$ cat src/rtl/seg7_pkg.sv
// Shared types and constants for the seg7_bcd binary-to-BCD converter.
package seg7_pkg;

   typedef enum logic [1:0] {
      IDLE = 2'd0,
      CONV = 2'd1,
      PUSH = 2'd2
   } state_t;

   localparam logic [1:0] REG_VALUE  = 2'd0;
   localparam logic [1:0] REG_STATUS = 2'd1;
   localparam logic [1:0] REG_BCD    = 2'd2;

   localparam int ST_BUSY = 0;
   localparam int ST_OVF  = 1;
   localparam int ST_PEND = 2;

   localparam int          SEG7_DIGITS = 4;
   localparam logic [15:0] OVF_PATTERN = 16'hEEEE;
   localparam logic [31:0] BCD_MAX     = 32'd9999;

endpackage

$ cat src/rtl/seg7_bcd_if.sv
// Bus bundle for seg7_bcd: CPU slave access plus the master write port to the 7-segment driver.
interface seg7_bcd_if;
   logic        strobe;
   logic        rw;
   logic [31:0] addr;
   logic [31:0] d_in;
   logic [31:0] d_out;
   logic        ack;
   logic        m_strobe;
   logic        m_rw;
   logic [31:0] m_addr;
   logic [31:0] m_d_out;
   logic        m_ack;

   modport slave (
      input  strobe, rw, addr, d_in, m_ack,
      output d_out, ack, m_strobe, m_rw, m_addr, m_d_out
   );

   modport master (
      output strobe, rw, addr, d_in, m_ack,
      input  d_out, ack, m_strobe, m_rw, m_addr, m_d_out
   );
endinterface

$ cat src/rtl/bcd_adj3.sv
// Double-dabble adjust step: every BCD nibble that is 5 or more gets 3 added.
module bcd_adj3
   import seg7_pkg::*;
#(
   parameter int DIGITS = SEG7_DIGITS
) (
   input  logic [4*DIGITS-1:0] bcd_in,
   output logic [4*DIGITS-1:0] bcd_out
);

   for (genvar i = 0; i < DIGITS; i++) begin : g_nib
      assign bcd_out[4*i +: 4] = (bcd_in[4*i +: 4] >= 4'd5) ? bcd_in[4*i +: 4] + 4'd3
                                                           : bcd_in[4*i +: 4];
   end

endmodule

$ cat src/rtl/seg7_bcd.sv
// Bus-slave binary-to-BCD converter; define SEG7_BCD_AUTOPUSH_EN to push each result
// to the 7-segment driver's digit register over the master port.
module seg7_bcd
   import seg7_pkg::*;
#(
   parameter int DIGITS   = SEG7_DIGITS,
   parameter int BIN_BITS = 14
) (
   input  logic      clk,
   input  logic      reset_n,
   seg7_bcd_if.slave bus,
   output state_t    dbg_state
);

   localparam int BW = 4 * DIGITS;

   // Handshake: strobe is a one-cycle request sampled each edge, ack is its registered
   // copy and d_out is valid alongside ack; on the master side m_strobe holds with
   // stable m_d_out until the edge at which m_ack is sampled high.
   state_t                state;
   logic [BW-1:0]         work, bcd, adj, work_next;
   logic [BIN_BITS-1:0]   bin_sr, value, pend_bin, start_bin;
   logic [3:0]            cnt;
   logic                  ovf, pend, pend_ovf, start_ovf;
   logic [31:0]           d_out_r, m_d_out_r, status;
   logic                  ack_r;
   logic                  wr_value, wr_ovf, last_iter, conv_done, finishing;
   logic                  start_new, start_pend;

   bcd_adj3 #(.DIGITS(DIGITS)) u_adj (
      .bcd_in  (work),
      .bcd_out (adj)
   );

   assign wr_value  = bus.strobe && bus.rw && (bus.addr[1:0] == REG_VALUE);
   assign wr_ovf    = bus.d_in > BCD_MAX;
   assign work_next = {adj[BW-2:0], bin_sr[BIN_BITS-1]};
   assign last_iter = (cnt == 4'(BIN_BITS - 1));
   assign conv_done = (state == CONV) && (ovf || last_iter);

`ifdef SEG7_BCD_AUTOPUSH_EN
   logic m_strobe_r;
   assign finishing    = (state == PUSH) && bus.m_ack;
   assign bus.m_strobe = m_strobe_r;
`else
   assign finishing    = conv_done;
   assign bus.m_strobe = 1'b0;
`endif

   // A write landing on the finishing edge is newer than any pending value, so it wins.
   assign start_new  = wr_value && ((state == IDLE) || finishing);
   assign start_pend = !wr_value && pend && finishing;
   assign start_ovf  = start_new ? wr_ovf : pend_ovf;
   assign start_bin  = start_new ? bus.d_in[BIN_BITS-1:0] : pend_bin;

   always_comb begin
      status          = '0;
      status[ST_BUSY] = (state != IDLE);
      status[ST_OVF]  = ovf;
      status[ST_PEND] = pend;
   end

   always_ff @(posedge clk or negedge reset_n) begin
      if (!reset_n) begin
         state     <= IDLE;
         work      <= '0;
         bcd       <= '0;
         bin_sr    <= '0;
         value     <= '0;
         pend_bin  <= '0;
         cnt       <= '0;
         ovf       <= 1'b0;
         pend      <= 1'b0;
         pend_ovf  <= 1'b0;
         d_out_r   <= '0;
         m_d_out_r <= '0;
         ack_r     <= 1'b0;
`ifdef SEG7_BCD_AUTOPUSH_EN
         m_strobe_r <= 1'b0;
`endif
      end else begin
         ack_r <= bus.strobe;
         if (bus.strobe && !bus.rw) begin
            case (bus.addr[1:0])
               REG_VALUE:  d_out_r <= 32'(value);
               REG_STATUS: d_out_r <= status;
               REG_BCD:    d_out_r <= 32'(bcd);
               default:    d_out_r <= '0;
            endcase
         end

         if (wr_value) value <= bus.d_in[BIN_BITS-1:0];
         if (wr_value && (state != IDLE) && !finishing) begin
            pend     <= 1'b1;
            pend_bin <= bus.d_in[BIN_BITS-1:0];
            pend_ovf <= wr_ovf;
         end

         case (state)
            IDLE: ;
            CONV: begin
               if (ovf) begin
                  bcd <= BW'(OVF_PATTERN);
               end else begin
                  work   <= work_next;
                  bin_sr <= bin_sr << 1;
                  cnt    <= cnt + 4'd1;
                  if (last_iter) bcd <= work_next;
               end
               if (conv_done) begin
                  m_d_out_r <= ovf ? 32'(OVF_PATTERN) : 32'(work_next);
`ifdef SEG7_BCD_AUTOPUSH_EN
                  state      <= PUSH;
                  m_strobe_r <= 1'b1;
`else
                  state      <= IDLE;
`endif
               end
            end
`ifdef SEG7_BCD_AUTOPUSH_EN
            PUSH: begin
               if (bus.m_ack) begin
                  m_strobe_r <= 1'b0;
                  state      <= IDLE;
               end
            end
`endif
            default: state <= IDLE;
         endcase

         // Overrides the IDLE transition above so a queued value starts with no gap.
         if (start_new || start_pend) begin
            state  <= CONV;
            ovf    <= start_ovf;
            bin_sr <= start_bin;
            work   <= '0;
            cnt    <= '0;
            pend   <= 1'b0;
         end
      end
   end

   assign bus.d_out   = d_out_r;
   assign bus.ack     = ack_r;
   assign bus.m_rw    = 1'b1;
   assign bus.m_addr  = '0;
   assign bus.m_d_out = m_d_out_r;
   assign dbg_state   = state;

endmodule

$ cat src/flat_wrapper.sv
// flat-port wrapper written by rule: the top's interface ports become plain ports
module seg7_bcd_flat import seg7_pkg::*;
#(
   parameter int DIGITS   = SEG7_DIGITS,
   parameter int BIN_BITS = 14
)
  (clk, reset_n, dbg_state, bus_strobe, bus_rw, bus_addr, bus_d_in, bus_m_ack, bus_d_out, bus_ack, bus_m_strobe, bus_m_rw, bus_m_addr, bus_m_d_out);
  seg7_bcd_if bus_i ();
  input  logic clk;
  input  logic reset_n;
  output state_t dbg_state;
  input wire logic [$bits(bus_i.strobe)-1:0] bus_strobe;
  input wire logic [$bits(bus_i.rw)-1:0] bus_rw;
  input wire logic [$bits(bus_i.addr)-1:0] bus_addr;
  input wire logic [$bits(bus_i.d_in)-1:0] bus_d_in;
  input wire logic [$bits(bus_i.m_ack)-1:0] bus_m_ack;
  output wire logic [$bits(bus_i.d_out)-1:0] bus_d_out;
  output wire logic [$bits(bus_i.ack)-1:0] bus_ack;
  output wire logic [$bits(bus_i.m_strobe)-1:0] bus_m_strobe;
  output wire logic [$bits(bus_i.m_rw)-1:0] bus_m_rw;
  output wire logic [$bits(bus_i.m_addr)-1:0] bus_m_addr;
  output wire logic [$bits(bus_i.m_d_out)-1:0] bus_m_d_out;
  assign bus_i.strobe = bus_strobe;
  assign bus_i.rw = bus_rw;
  assign bus_i.addr = bus_addr;
  assign bus_i.d_in = bus_d_in;
  assign bus_i.m_ack = bus_m_ack;
  assign bus_d_out = bus_i.d_out;
  assign bus_ack = bus_i.ack;
  assign bus_m_strobe = bus_i.m_strobe;
  assign bus_m_rw = bus_i.m_rw;
  assign bus_m_addr = bus_i.m_addr;
  assign bus_m_d_out = bus_i.m_d_out;
  seg7_bcd #(.DIGITS(DIGITS), .BIN_BITS(BIN_BITS)) u_core (.clk(clk), .reset_n(reset_n), .bus(bus_i), .dbg_state(dbg_state));
endmodule
$ cat config.mk
export PLATFORM = sky130hd
export DESIGN_NAME = seg7_bcd_flat
export DESIGN_NICKNAME = d
export VERILOG_FILES = /design/src/rtl/seg7_pkg.sv /design/src/rtl/seg7_bcd_if.sv /design/src/rtl/bcd_adj3.sv /design/src/rtl/seg7_bcd.sv /design/src/flat_wrapper.sv
export SDC_FILE = /design/constraint.sdc
export NUM_CORES = 1
export LEC_CHECK = 0
export ABC_CLOCK_PERIOD_IN_PS = 3300
export CORE_ASPECT_RATIO = 0.9
export CORE_MARGIN = 2
export CORE_UTILIZATION = 50
export CTS_CLUSTER_SIZE = 16
export DETAILED_ROUTE_END_ITERATION = 10
export PLACE_DENSITY = 0.86
export SLEW_MARGIN = 20
export SYNTH_ARGS = -nofsm -noshare
export SYNTH_HDL_FRONTEND = slang
export SYNTH_SLANG_ARGS = --single-unit
$ cat constraint.sdc
create_clock -name clk -period 3.3 [get_ports clk]
set_clock_uncertainty 0.2 [all_clocks]
set_input_delay 0.33 -clock clk [delete_from_list [all_inputs] [get_ports clk]]
set_output_delay 0.33 -clock clk [all_outputs]
set_load 0.02 [all_outputs]
==> results.sh <==
export IMPL_fin_util=0.5983
export IMPL_cts_hold_buf=1
export IMPL_drt_iter0_drc=355
export IMPL_vias=4009
export IMPL_endpoint_kind="flop"
export IMPL_required_ps=3330
export IMPL_postCtsSetupBuffers=0
export IMPL_wl_per_cell_microns=16.77
export IMPL_fmax_mhz=360.7
export IMPL_synth_top_family_by_area="simple AND/OR/NAND/NOR gates"
export IMPL_path_cells="ha_1 > a31o_2 > o21ai_2 > nand3_2 > o221a_1"
export IMPL_path_clk_slew_ps=60
export IMPL_critPathKind="flop to flop"
export IMPL_synth_seq_cells=99
export IMPL_hold_viol_final=0
export IMPL_wirelength_microns=12110
export IMPL_drive_gt1_frac=0.09781
export IMPL_grt_busiest_layer="met2"
export IMPL_crit_slowest_cell="o21ai_2"
export IMPL_final_max_slew_viol_count=0
export IMPL_rsz0062_at_grt="no"
export IMPL_synth_simple_gate_area_frac=0.1556
export IMPL_cts_sink_count=99
export IMPL_synth_compound_area_frac=0.1315
export IMPL_max_stage_delay_ps=720
export IMPL_ys_types=46
export IMPL_cts_resized=0
export IMPL_die_x_microns=111.4
export IMPL_std_cell_rows=35
export IMPL_period_needed_ps=2773
export IMPL_grt_pass1_wl_microns=19510
export IMPL_arrival_ps=2800
export IMPL_route_detailed_drc=0
export IMPL_p_per_area_mw_per_mm2=780.4
export IMPL_worstMarginPinSlew_ps=930.2
export IMPL_finalSetupViolations=0
export IMPL_cts_root_buffer="clkbuf_16"
export IMPL_synth_xor_area_frac=0.006744
export IMPL_worst_path_max_fanout=17
export IMPL_synth_edff_count=0
export IMPL_grtUsageMet3=0.04931
export IMPL_yosys_warnings=0
export IMPL_worst_ir_drop_vdd_uv=534.8
export IMPL_track_usage=0.2212
export IMPL_ys_seq_area_frac=0.4769
export IMPL_status="complete, no violations"
export IMPL_post_route_period_util=0.8402
export IMPL_antenna_cells=0
export IMPL_antenna_found_initial=0
export IMPL_synthCells=524
export IMPL_avgSynthCellArea_sq_um=9.914
export IMPL_whs_ps=277.1
export IMPL_grt_use_met2=0.3710
export IMPL_maxSlewHeadroom=0.3798
export IMPL_synth_ff_type="dfrtp_1"
export IMPL_syn_to_final_growth_pct=17.00
export IMPL_grt_remaining_overflow=0
export IMPL_grt_use_met1=0.2873
export IMPL_fin_nets=668
export IMPL_io_pins=170
export IMPL_core_area_sq_mm=0.01016
export IMPL_p_leak_nw=2.730
export IMPL_clk_latency_ps=350
export IMPL_hold_class="flop to flop"
export IMPL_maxCapViolCount=0
export IMPL_postRouteAntennaNets=0
export IMPL_cp_start_kind="flop"
export IMPL_synthesis_area_sq_mm=0.005195
export IMPL_numCtsBuffers=9
export IMPL_dp_hpwl_microns=8510
export IMPL_async_flop_share=1.000
export IMPL_htreeDepth=3
export IMPL_vias_per_cell=5.553
export IMPL_finalPower_mw=4.744
export IMPL_portBuffers=71
export IMPL_fin_setup_tns_ps=0
export IMPL_grt_start_max_net_pins=53
export IMPL_synth_fa_ha_area_frac=0.02408
export IMPL_start_util=0.5113
export IMPL_clockBufferDepth=2
export IMPL_first_pass_iters=5
export IMPL_globalplace_congestion=0.8105
export IMPL_die_height_microns=100.7
export IMPL_muxShareOfSynthArea=0.07177
export IMPL_die_area_sq_mm=0.01122
export IMPL_grt_pass1_vias=3870
export IMPL_cts_tree="built"
-- cell usage in the layout, fill, tap and decap left out, drive strengths merged, types with 2 or more instances in the layout --
master / instances
dfrtp: 99
nand2: 96
clkdlybuf4s50: 70
conb: 67
o21ai: 41
nor2: 23
a21oi: 21
mux2: 18
mux2i: 17
nor3: 12
inv: 12
o31ai: 12
o221ai: 10
ha: 10
buf: 10
clkbuf: 9
nor3b: 8
nor4: 6
nand2b: 5
or3: 5
xnor2: 4
nor4b: 4
a32oi: 4
o32a: 3
o221a: 3
nand3: 3
nor2b: 2
nand4: 2
a22o: 2
bufinv: 2
clkinv: 2
-- metal layers --
metal,wire length (microns),vias up
met2,6025,185
li1,-,1809
met1,4943,1995
met5,0,-
met4,204,0
met3,933,20
-- path summary, 6_finish.rpt --
path | end | from | cells past startpoint | slack, ps
setup / recovery | u_core.bin_sr[10] | u_core.cnt[0] | 5 | 530
min in group asynchronous | u_core.pend_bin[0] | reset_n | 2 | 370
max in group asynchronous | u_core.value[4] | reset_n | 3 | 1840
hold reg to reg | u_core.value[3] | u_core.value[3] | 2 | 280
hold / removal | u_core.value[3] | u_core.value[3] | 2 | 280
setup reg to reg | u_core.bin_sr[10] | u_core.cnt[0] | 5 | 530
-- cells by family (layout without fill, tap and decap cells) --
family	Yosys count	count (layout)
AND/OR/NAND/NOR	170	170
buffers and inverters	103	107
AO/OA/AOI/OAI	101	101
flip-flops	99	99
multiplexers	35	35
adder cells (fa/ha/maj)	10	10
XOR/XNOR	4	4
other	2	67
-- worst max-delay path: cells and delay by family, from the launching register on --
kind | cells | cell delay [ps]
AND/OR/NAND/NOR | 1 | 450
AO/OA/AOI/OAI | 3 | 1360
flip-flops | 1 | 420
adder cells (fa/ha/maj) | 1 | 230
-- synthesized netlist by cell type, types with 2 or more instances --
cell type,number,area [sq um]
nand2b_1,5,31.28
clkbuf_1,12,45.04
a22o_1,2,17.52
nor2_1,23,86.33
dfrtp_1,99,2477
nor2b_1,2,12.51
nor3_1,12,60.06
o31ai_1,5,37.54
buf_4,67,503.0
inv_1,11,41.29
nand4_1,2,12.51
a32oi_1,4,35.03
o21ai_1,7,35.03
ha_1,10,125.1
o21ai_0,32,160.2
or3_1,5,31.28
mux2_2,18,202.7
mux2i_1,17,170.2
o21ai_2,2,17.52
o31ai_2,7,87.58
conb_1,2,7.510
o221ai_1,10,87.58
xnor2_1,4,35.03
o32a_1,3,30.03
nor4b_1,4,35.03
o221a_1,3,33.78
a21oi_1,21,105.1
nand2_1,95,356.6
nor3b_1,8,60.06
nor4_1,6,37.54
buf_2,7,35.03
buf_6,5,56.30
-- report_power, final --
group | total (mW) | leakage [nW] | switching [mW] | internal, mW
combinational | 1.63 | 1.37 | 0.882 | 0.753
sequential | 1.99 | 1.21 | 0.350 | 1.64
clock | 1.11 | 0.152 | 0.453 | 0.662
-- registers in the layout (all words and copies together) (netlist names) --
| register | count |
|---|---|
| u_core.dbg_state | 1 |
| u_core.bin_sr | 14 |
| u_core.bus.m_d_out | 15 |
| u_core.cnt | 4 |
| u_core.pend | 1 |
| u_core.pend_bin | 14 |
| u_core.work | 16 |
| u_core.bcd | 1 |
| u_core.value | 14 |
| u_core.bus.d_out | 16 |
| u_core.pend_ovf | 1 |
| u_core.ovf | 1 |
| u_core.bus.ack | 1 |
-- metrics by stage --
step / instances / setup slack, ps / cell area (sq um)
CTS: 722 / 575.1 / 6078
finish: 722 / 527.3 / 6078
floorplan: 589 / 1247 / 5439
global placement: 706 / 488.9 / 5753
global route: 722 / 389.2 / 6078
detailed placement: 706 / 423.7 / 5753
-- final cells by class --
type	instances	area [sq um]
clock buffer	9	225.2
inverter	11	41.29
fill	829	4081
sequential	99	2477
timing repair buffer	81	798.3
multi-input combinational	387	2285
tap	129	161.4
clock inverter	6	90.09
(Power assumes the default switching activity.)
